[src/rtl/wbs_pwm_capture_pkg.sv]
// Shared definitions for the PWM capture slave: word select, word0 bit positions, channel limit.
package wbs_pwm_capture_pkg;

    localparam int   MAX_CHANNELS = 8;
    localparam int   VALID_BIT    = 31;
    localparam int   LEVEL_BIT    = 30;

    localparam logic WORD_STATUS  = 1'b0;
    localparam logic WORD_PERIOD  = 1'b1;

    function automatic logic maj3(input logic a, input logic b, input logic c);
        return (a & b) | (a & c) | (b & c);
    endfunction

endpackage

[src/rtl/wbs_pwm_capture_channel.sv]
// One capture channel: 2-FF sync, optional majority filter (WBS_PWM_CAPTURE_FILTER_EN), counters, latch.
// Edge-to-latch latency 3 clocks (5 with filter); no backpressure, measurements overwrite.
module wbs_pwm_capture_channel
    import wbs_pwm_capture_pkg::*;
#(
    parameter int COUNTER_W = 16
) (
    input  logic                 i_clk,
    input  logic                 i_rst_n,
    input  logic                 i_pwm,
    input  logic                 i_rd0,
    output logic                 o_valid,
    output logic                 o_level,
    output logic [COUNTER_W-1:0] o_high,
    output logic [COUNTER_W-1:0] o_shadow
);

    localparam logic [COUNTER_W-1:0] CNT_MAX = '1;
    localparam logic [COUNTER_W-1:0] CNT_ONE = COUNTER_W'(1);
    localparam logic [COUNTER_W-1:0] CNT_PRE = CNT_MAX - CNT_ONE;

    logic                 r_sync1;
    logic                 r_sync2;
    logic                 r_prev;
    logic                 r_armed;
    logic                 r_valid;
    logic [COUNTER_W-1:0] r_cnt_p;
    logic [COUNTER_W-1:0] r_cnt_h;
    logic [COUNTER_W-1:0] r_period;
    logic [COUNTER_W-1:0] r_high;
    logic [COUNTER_W-1:0] r_shadow;

    logic                 w_in;
    logic                 w_rise;
    logic                 w_timeout;
    logic                 w_latch;

`ifdef WBS_PWM_CAPTURE_FILTER_EN
    logic [1:0] r_hist;
    logic       r_filt;

    always_ff @(posedge i_clk or negedge i_rst_n) begin
        if (!i_rst_n) begin
            r_hist <= '0;
            r_filt <= 1'b0;
        end else begin
            r_hist <= {r_hist[0], r_sync2};
            r_filt <= maj3(r_sync2, r_hist[0], r_hist[1]);
        end
    end

    assign w_in = r_filt;
`else
    assign w_in = r_sync2;
`endif

    assign w_rise    = w_in & ~r_prev;
    // Fires on the single tick the period counter steps onto MAX, so it never repeats while saturated.
    assign w_timeout = ~w_rise & (r_cnt_p == CNT_PRE);
    assign w_latch   = (w_rise & r_armed) | w_timeout;

    always_ff @(posedge i_clk or negedge i_rst_n) begin
        if (!i_rst_n) begin
            r_sync1  <= 1'b0;
            r_sync2  <= 1'b0;
            r_prev   <= 1'b0;
            r_armed  <= 1'b0;
            r_valid  <= 1'b0;
            r_cnt_p  <= '0;
            r_cnt_h  <= '0;
            r_period <= '0;
            r_high   <= '0;
            r_shadow <= '0;
        end else begin
            r_sync1 <= i_pwm;
            r_sync2 <= r_sync1;
            r_prev  <= w_in;

            if (w_rise) begin
                r_cnt_p <= CNT_ONE;
                r_cnt_h <= CNT_ONE;
            end else begin
                if (r_cnt_p != CNT_MAX) r_cnt_p <= r_cnt_p + CNT_ONE;
                if (w_in && (r_cnt_h != CNT_MAX)) r_cnt_h <= r_cnt_h + CNT_ONE;
            end

            if (w_rise)         r_armed <= 1'b1;
            else if (w_timeout) r_armed <= 1'b0;

            if (w_rise && r_armed) begin
                r_period <= r_cnt_p;
                r_high   <= r_cnt_h;
            end else if (w_timeout) begin
                r_period <= '0;
                r_high   <= w_in ? CNT_MAX : '0;
            end

            // A fresh measurement beats a simultaneous status read.
            if (w_latch)    r_valid <= 1'b1;
            else if (i_rd0) r_valid <= 1'b0;

            if (i_rd0) r_shadow <= r_period;
        end
    end

    assign o_valid  = r_valid;
    assign o_level  = w_in;
    assign o_high   = r_high;
    assign o_shadow = r_shadow;

endmodule

[src/rtl/wbs_pwm_capture.sv]
// Wishbone pipelined PWM capture slave; optional input filter via WBS_PWM_CAPTURE_FILTER_EN.
// Ack and read data one cycle after the request; never stalls, writes acked and dropped.
module wbs_pwm_capture
    import wbs_pwm_capture_pkg::*;
#(
    parameter int CHANNEL_NUM = 1,
    parameter int COUNTER_W   = 16
) (
    input  logic                   wb_clk_i,
    input  logic                   wb_rst_ni,
    input  logic                   wb_cyc_i,
    input  logic                   wb_stb_i,
    input  logic                   wb_we_i,
    input  logic [3:0]             wb_adr_i,
    input  logic [31:0]            wb_dat_i,
    output logic [31:0]            wb_dat_o,
    output logic                   wb_stall_o,
    output logic                   wb_ack_o,
    input  logic [CHANNEL_NUM-1:0] pwm_channel_i
);

    logic                    w_req;
    logic                    w_rd;
    logic                    w_rd0;
    logic [2:0]              w_chan;
    logic                    w_unused;
    logic [MAX_CHANNELS-1:0] w_valid;
    logic [MAX_CHANNELS-1:0] w_level;
    logic [COUNTER_W-1:0]    w_high   [MAX_CHANNELS];
    logic [COUNTER_W-1:0]    w_shadow [MAX_CHANNELS];
    logic [31:0]             w_word0;
    logic [31:0]             w_word1;
    logic [31:0]             w_rdata;

    logic                    r_ack;
    logic [31:0]             r_dat;

    assign w_req    = wb_cyc_i & wb_stb_i;
    assign w_rd     = w_req & ~wb_we_i;
    assign w_rd0    = w_rd & (wb_adr_i[0] == WORD_STATUS);
    assign w_chan   = wb_adr_i[3:1];
    assign w_unused = ^wb_dat_i;

    // Unpopulated slots are tied to zero so out-of-range channels read back 0.
    for (genvar c = 0; c < MAX_CHANNELS; c++) begin : g_ch
        if (c < CHANNEL_NUM) begin : g_on
            wbs_pwm_capture_channel #(
                .COUNTER_W (COUNTER_W)
            ) u_chan (
                .i_clk    (wb_clk_i),
                .i_rst_n  (wb_rst_ni),
                .i_pwm    (pwm_channel_i[c]),
                .i_rd0    (w_rd0 && (w_chan == 3'(c))),
                .o_valid  (w_valid[c]),
                .o_level  (w_level[c]),
                .o_high   (w_high[c]),
                .o_shadow (w_shadow[c])
            );
        end else begin : g_off
            assign w_valid[c]  = 1'b0;
            assign w_level[c]  = 1'b0;
            assign w_high[c]   = '0;
            assign w_shadow[c] = '0;
        end
    end

    always_comb begin
        w_word0                  = '0;
        w_word0[COUNTER_W-1:0]   = w_high[w_chan];
        w_word0[VALID_BIT]       = w_valid[w_chan];
        w_word0[LEVEL_BIT]       = w_level[w_chan];
        w_word1                  = '0;
        w_word1[COUNTER_W-1:0]   = w_shadow[w_chan];
        w_rdata                  = (wb_adr_i[0] == WORD_PERIOD) ? w_word1 : w_word0;
    end

    always_ff @(posedge wb_clk_i or negedge wb_rst_ni) begin
        if (!wb_rst_ni) begin
            r_ack <= 1'b0;
            r_dat <= '0;
        end else begin
            r_ack <= w_req;
            if (w_rd) r_dat <= w_rdata;
        end
    end

    assign wb_ack_o   = r_ack;
    assign wb_dat_o   = r_dat;
    assign wb_stall_o = 1'b0;

endmodule

[config.mk]
export PLATFORM = sky130hd
export DESIGN_NAME = wbs_pwm_capture
export DESIGN_NICKNAME = d
export VERILOG_FILES = /design/src/rtl/wbs_pwm_capture_pkg.sv /design/src/rtl/wbs_pwm_capture_channel.sv /design/src/rtl/wbs_pwm_capture.sv
export SDC_FILE = /design/constraint.sdc
export NUM_CORES = 1
export LEC_CHECK = 0
export ABC_CLOCK_PERIOD_IN_PS = 2350
export CAP_MARGIN = 20
export CELL_PAD_IN_SITES_DETAIL_PLACEMENT = 1
export CELL_PAD_IN_SITES_GLOBAL_PLACEMENT = 2
export CORE_MARGIN = 1
export CORE_UTILIZATION = 36
export CTS_BUF_LIST = sky130_fd_sc_hd__clkbuf_2 sky130_fd_sc_hd__clkbuf_4 sky130_fd_sc_hd__clkbuf_8
export DETAILED_ROUTE_END_ITERATION = 6
export PLACE_DENSITY_LB_ADDON = 0.1
export SLEW_MARGIN = 20
export SYNTH_ARGS = -nofsm -noshare
export SYNTH_HDL_FRONTEND = slang
export SYNTH_SLANG_ARGS = --single-unit
[constraint.sdc]
create_clock -name wb_clk_i -period 2.35 [get_ports wb_clk_i]
set_input_delay 0.235 -clock wb_clk_i [delete_from_list [all_inputs] [get_ports wb_clk_i]]
set_output_delay 0.235 -clock wb_clk_i [all_outputs]
set_load 0.01 [all_outputs]
==> impl_results.md <==
- Critical Path AT: 2.33 ns
- Cell Area, Placed: 5390 um2
- Ports: 76
- Overflow after GRT: 0
- Status: complete, no violations
- Postcts setup bufs: 0
- CTS root buffer: clkbuf_8
- Fin cells: 669
- Hold Vio Cnt, Final: 0
- DRC viols: 0
- Placed Cells: 652
- Initial core utilization: 0.372
- Die footprint: 14,300 um2
- CTS Buffer Depth: 2
- Ys flop type: dfrtp_1
- Final ANT Viol Nets: 0
- Mapped cell area: 4970 um2
- Setup violations, final: 0
- Core area: 13,300 um2
- Die Ht: 119 um
- DP Wirelength: 9.09 mm
- Setup TNS: 0 ns
- Synthesized instance count: 463
- Worst-Skew Late Latency: 0.39 ns
- Skew final: 0.0149 ns
- Layout cells sized above 1: 0.118
- Pin count of the biggest net entering global routing: 59
- Synth unique cells: 56
- Fin crit period: 2.02 ns
- Post-synthesis sequential area ratio: 0.524
- Number of synthesized flops with an enable pin: 0
- Initial antenna violation count: 0
- Hold_ws: 0.288 ns
- Asr flop ratio synth: 1.00
- H-Tree Depth: 3
- Max Slew Vio Count: 0
- Avg Vias per Cell: 5.42
- WP data required: 2.66 ns
- Max frequency: 495 MHz
- Routed wire per std cell: 19.0 um
- Cts repair resizes: 0
- Worst-path clk slew: 0.10 ns
- Buffers added on ports: 28
- Vias in the first global route: 3,676
- Max incr delay on CP: 0.46 ns
- Synth Area per Inst: 10.7 um2
- Vias post-DR: 3,628
- Rows: 42
- Number of max-cap violations: 0
- Relative slew slack: 0.595
- Slowest cell on the critical path: dfrtp_1
- First-pass GRT wire length: 21.1 mm
- Max FO, Critical Path: 10
- Startpoint Class: flop
- Maximum VDD drop: 0.000224 V
- Synth Register Bits: 104
- Class of the worst hold path: input pin to flop
- DRT iter0 DRCs: 201
- Crit Path Class: flop to flop
- CTS Buf Count: 9
- Final core occ: 0.420
- Nets: 533
- RSZ-0062 raised after global routing: no
- Fin crit share: 0.859
- CTS tree: done
- Total Wirelength: 12.7 mm
- Placer Congestion: 0.758
- Yosys warnings: 0
- Worst path cell trace: ha_1, and3_1, nand4_2, o21ai_2, mux2i_1
- Final instance area: 5610 um2
- Diodes inserted: 0
- Total GRT Usage: 0.194
- Die Wd: 119 um
- Worst setup EP type: flop
- CTS sink count: 104
- Area Overhead vs Synth: 12.9%
- Static Leakage: 0.00248 uW
- Worst-Margin Slew: 0.605 ns
- Power Dens Cells: 632 nW/um2
- DR pass1 iterations: 4
==> cells in the mapped netlist, types with 2 or more instances <==
master     count  area, um2
o311ai_0       2       17.5
o21ai_0       30        150
nor2_1         8       30.0
nor2b_1        2       12.5
ha_1           3       37.5
a21oi_1       12       60.1
a2111oi_0      2       17.5
mux2_2        16        180
o211ai_1      19        143
a31oi_1        4       25.0
dfrtp_1      104       2600
nand4_2        3       37.5
o221ai_1       3       26.3
or3_1          6       37.5
a211oi_1       4       30.0
nor3_1        12       60.1
nand2b_1       3       18.8
nand3_1       10       50.1
inv_1          8       30.0
mux2i_1       20        200
buf_2         11       55.1
nand4_1       11       68.8
buf_6          2       22.5
nor4_1         3       18.8
and3_1         6       37.5
and4_1         6       52.6
o41ai_1        2       17.5
a22o_1        24        210
o211a_1        2       20.0
and2_1         5       31.3
buf_4         16        120
nand2_1       67        251
clkbuf_1      14       52.6
==> report_power, final <==
| group | switching, uW | internal [uW] | leakage [uW] |
|---|---|---|---|
| clock network | 664 | 544 | 0.000101 |
| registers | 108 | 1880 | 0.00141 |
| logic | 202 | 146 | 0.000964 |
| total | 974 | 2570 | 0.00248 |
==> flip-flops by register name (all words and copies together), names as in the netlist <==
signal                     count
g_ch.g_on.u_chan.r_cnt_h      16
g_ch.g_on.u_chan.o_shadow     16
g_ch.g_on.u_chan.r_armed       1
g_ch.g_on.u_chan.o_valid       1
g_ch.g_on.u_chan.r_sync1       1
g_ch.g_on.u_chan.r_period     16
g_ch.g_on.u_chan.r_cnt_p      16
g_ch.g_on.u_chan.r_prev        1
wb_ack_o                       1
g_ch.g_on.u_chan.o_high       16
g_ch.g_on.u_chan.o_level       1
wb_dat_o                      18
==> repair_timing <==
item                                    CTS  global route
hold endpoints to repair                 26             0
endpoints found under the setup margin    0             0
hold buffers                              1             0
==> stage by stage <==
| stage | worst slack (ns) | total power [uW] |
|---|---|---|
| after global routing | 0.154 | 3730 |
| after CTS | 0.312 | 3600 |
| final | 0.330 | 3540 |
| after floorplan | 0.499 | 2220 |
| after detailed placement | 0.0712 | 2380 |
| after global placement | 0.134 | 2360 |
==> routing by layer <==
| layer | up-vias | wire length (um) | GRT usage |
|---|---|---|---|
| met5 | - | 0 | 0 |
| met4 | 0 | 196 | 0.0727 |
| met3 | 14 | 324 | 0.0259 |
| met2 | 59 | 5720 | 0.293 |
| met1 | 1828 | 6470 | 0.282 |
| li1 | 1727 | - | - |
==> path summary, 6_finish.rpt <==
check	from	end	slack, ns	cells after the start
max	g_ch[0].g_on.u_chan.r_cnt_h[1]$_DFFE_PN0P_	g_ch[0].g_on.u_chan.r_cnt_h[1]$_DFFE_PN0P_	0.33	5
min	pwm_channel_i	g_ch[0].g_on.u_chan.r_sync1$_DFF_PN0_	0.29	1
max reg2reg	g_ch[0].g_on.u_chan.r_cnt_h[1]$_DFFE_PN0P_	g_ch[0].g_on.u_chan.r_cnt_h[1]$_DFFE_PN0P_	0.33	5
min reg2reg	g_ch[0].g_on.u_chan.r_sync1$_DFF_PN0_	g_ch[0].g_on.u_chan.o_level$_DFF_PN0_	0.36	0
max in group asynchronous	wb_rst_ni	g_ch[0].g_on.u_chan.r_cnt_p[13]$_DFFE_PN0P_	1.38	3
min in group asynchronous	wb_rst_ni	wb_ack_o$_DFF_PN0_	0.30	2
==> logic make-up (layout without fill, tap and decap cells) <==
kind of cell,count (synthesis),after routing,share of synthesized area
fa+ha+maj,3,3,0.00756
mux,36,36,0.0766
buf+inv,52,68,0.0574
flops,104,104,0.524
compound gates,119,119,0.174
simple gates,148,148,0.159
other cells,1,15,0.000755
==> cell usage in the layout, fill, tap and decap left out, types with 3 or more instances in the layout <==
cell type,count
nor2_1,8
and3_1,6
mux2_2,16
nand3_1,10
nand2_1,67
o211ai_1,19
and4_1,6
nor4_1,3
inv_1,8
clkbuf_8,10
nand4_1,11
or3_1,6
a211oi_1,4
a22o_1,24
a21oi_1,12
mux2i_1,20
conb_1,15
ha_1,3
nand4_2,3
clkdlybuf4s50_1,27
and2_1,5
a31oi_1,4
buf_4,15
o221ai_1,3
dfrtp_1,104
o21ai_0,30
nor3_1,12
nand2b_1,3
==> worst max-delay path: cells and delay by family (launching register included) <==
kind	cells	cell delay (ns)
compound gates	1	0.39
fa+ha+maj	1	0.24
flops	1	0.46
mux	1	0.22
simple gates	2	0.64
==> area by class of cell <==
class | instances | area, um2
Sequential cell | 104 | 2600
Clock buffer | 11 | 145
Fill cell | 1483 | 7740
Multi-Input combinational cell | 321 | 2130
Tap cell | 176 | 220
Inverter | 8 | 30.0
Clock inverter | 5 | 65.1
Timing Repair Buffer | 44 | 413
Note: power is estimated with default switching activity, not from simulation.
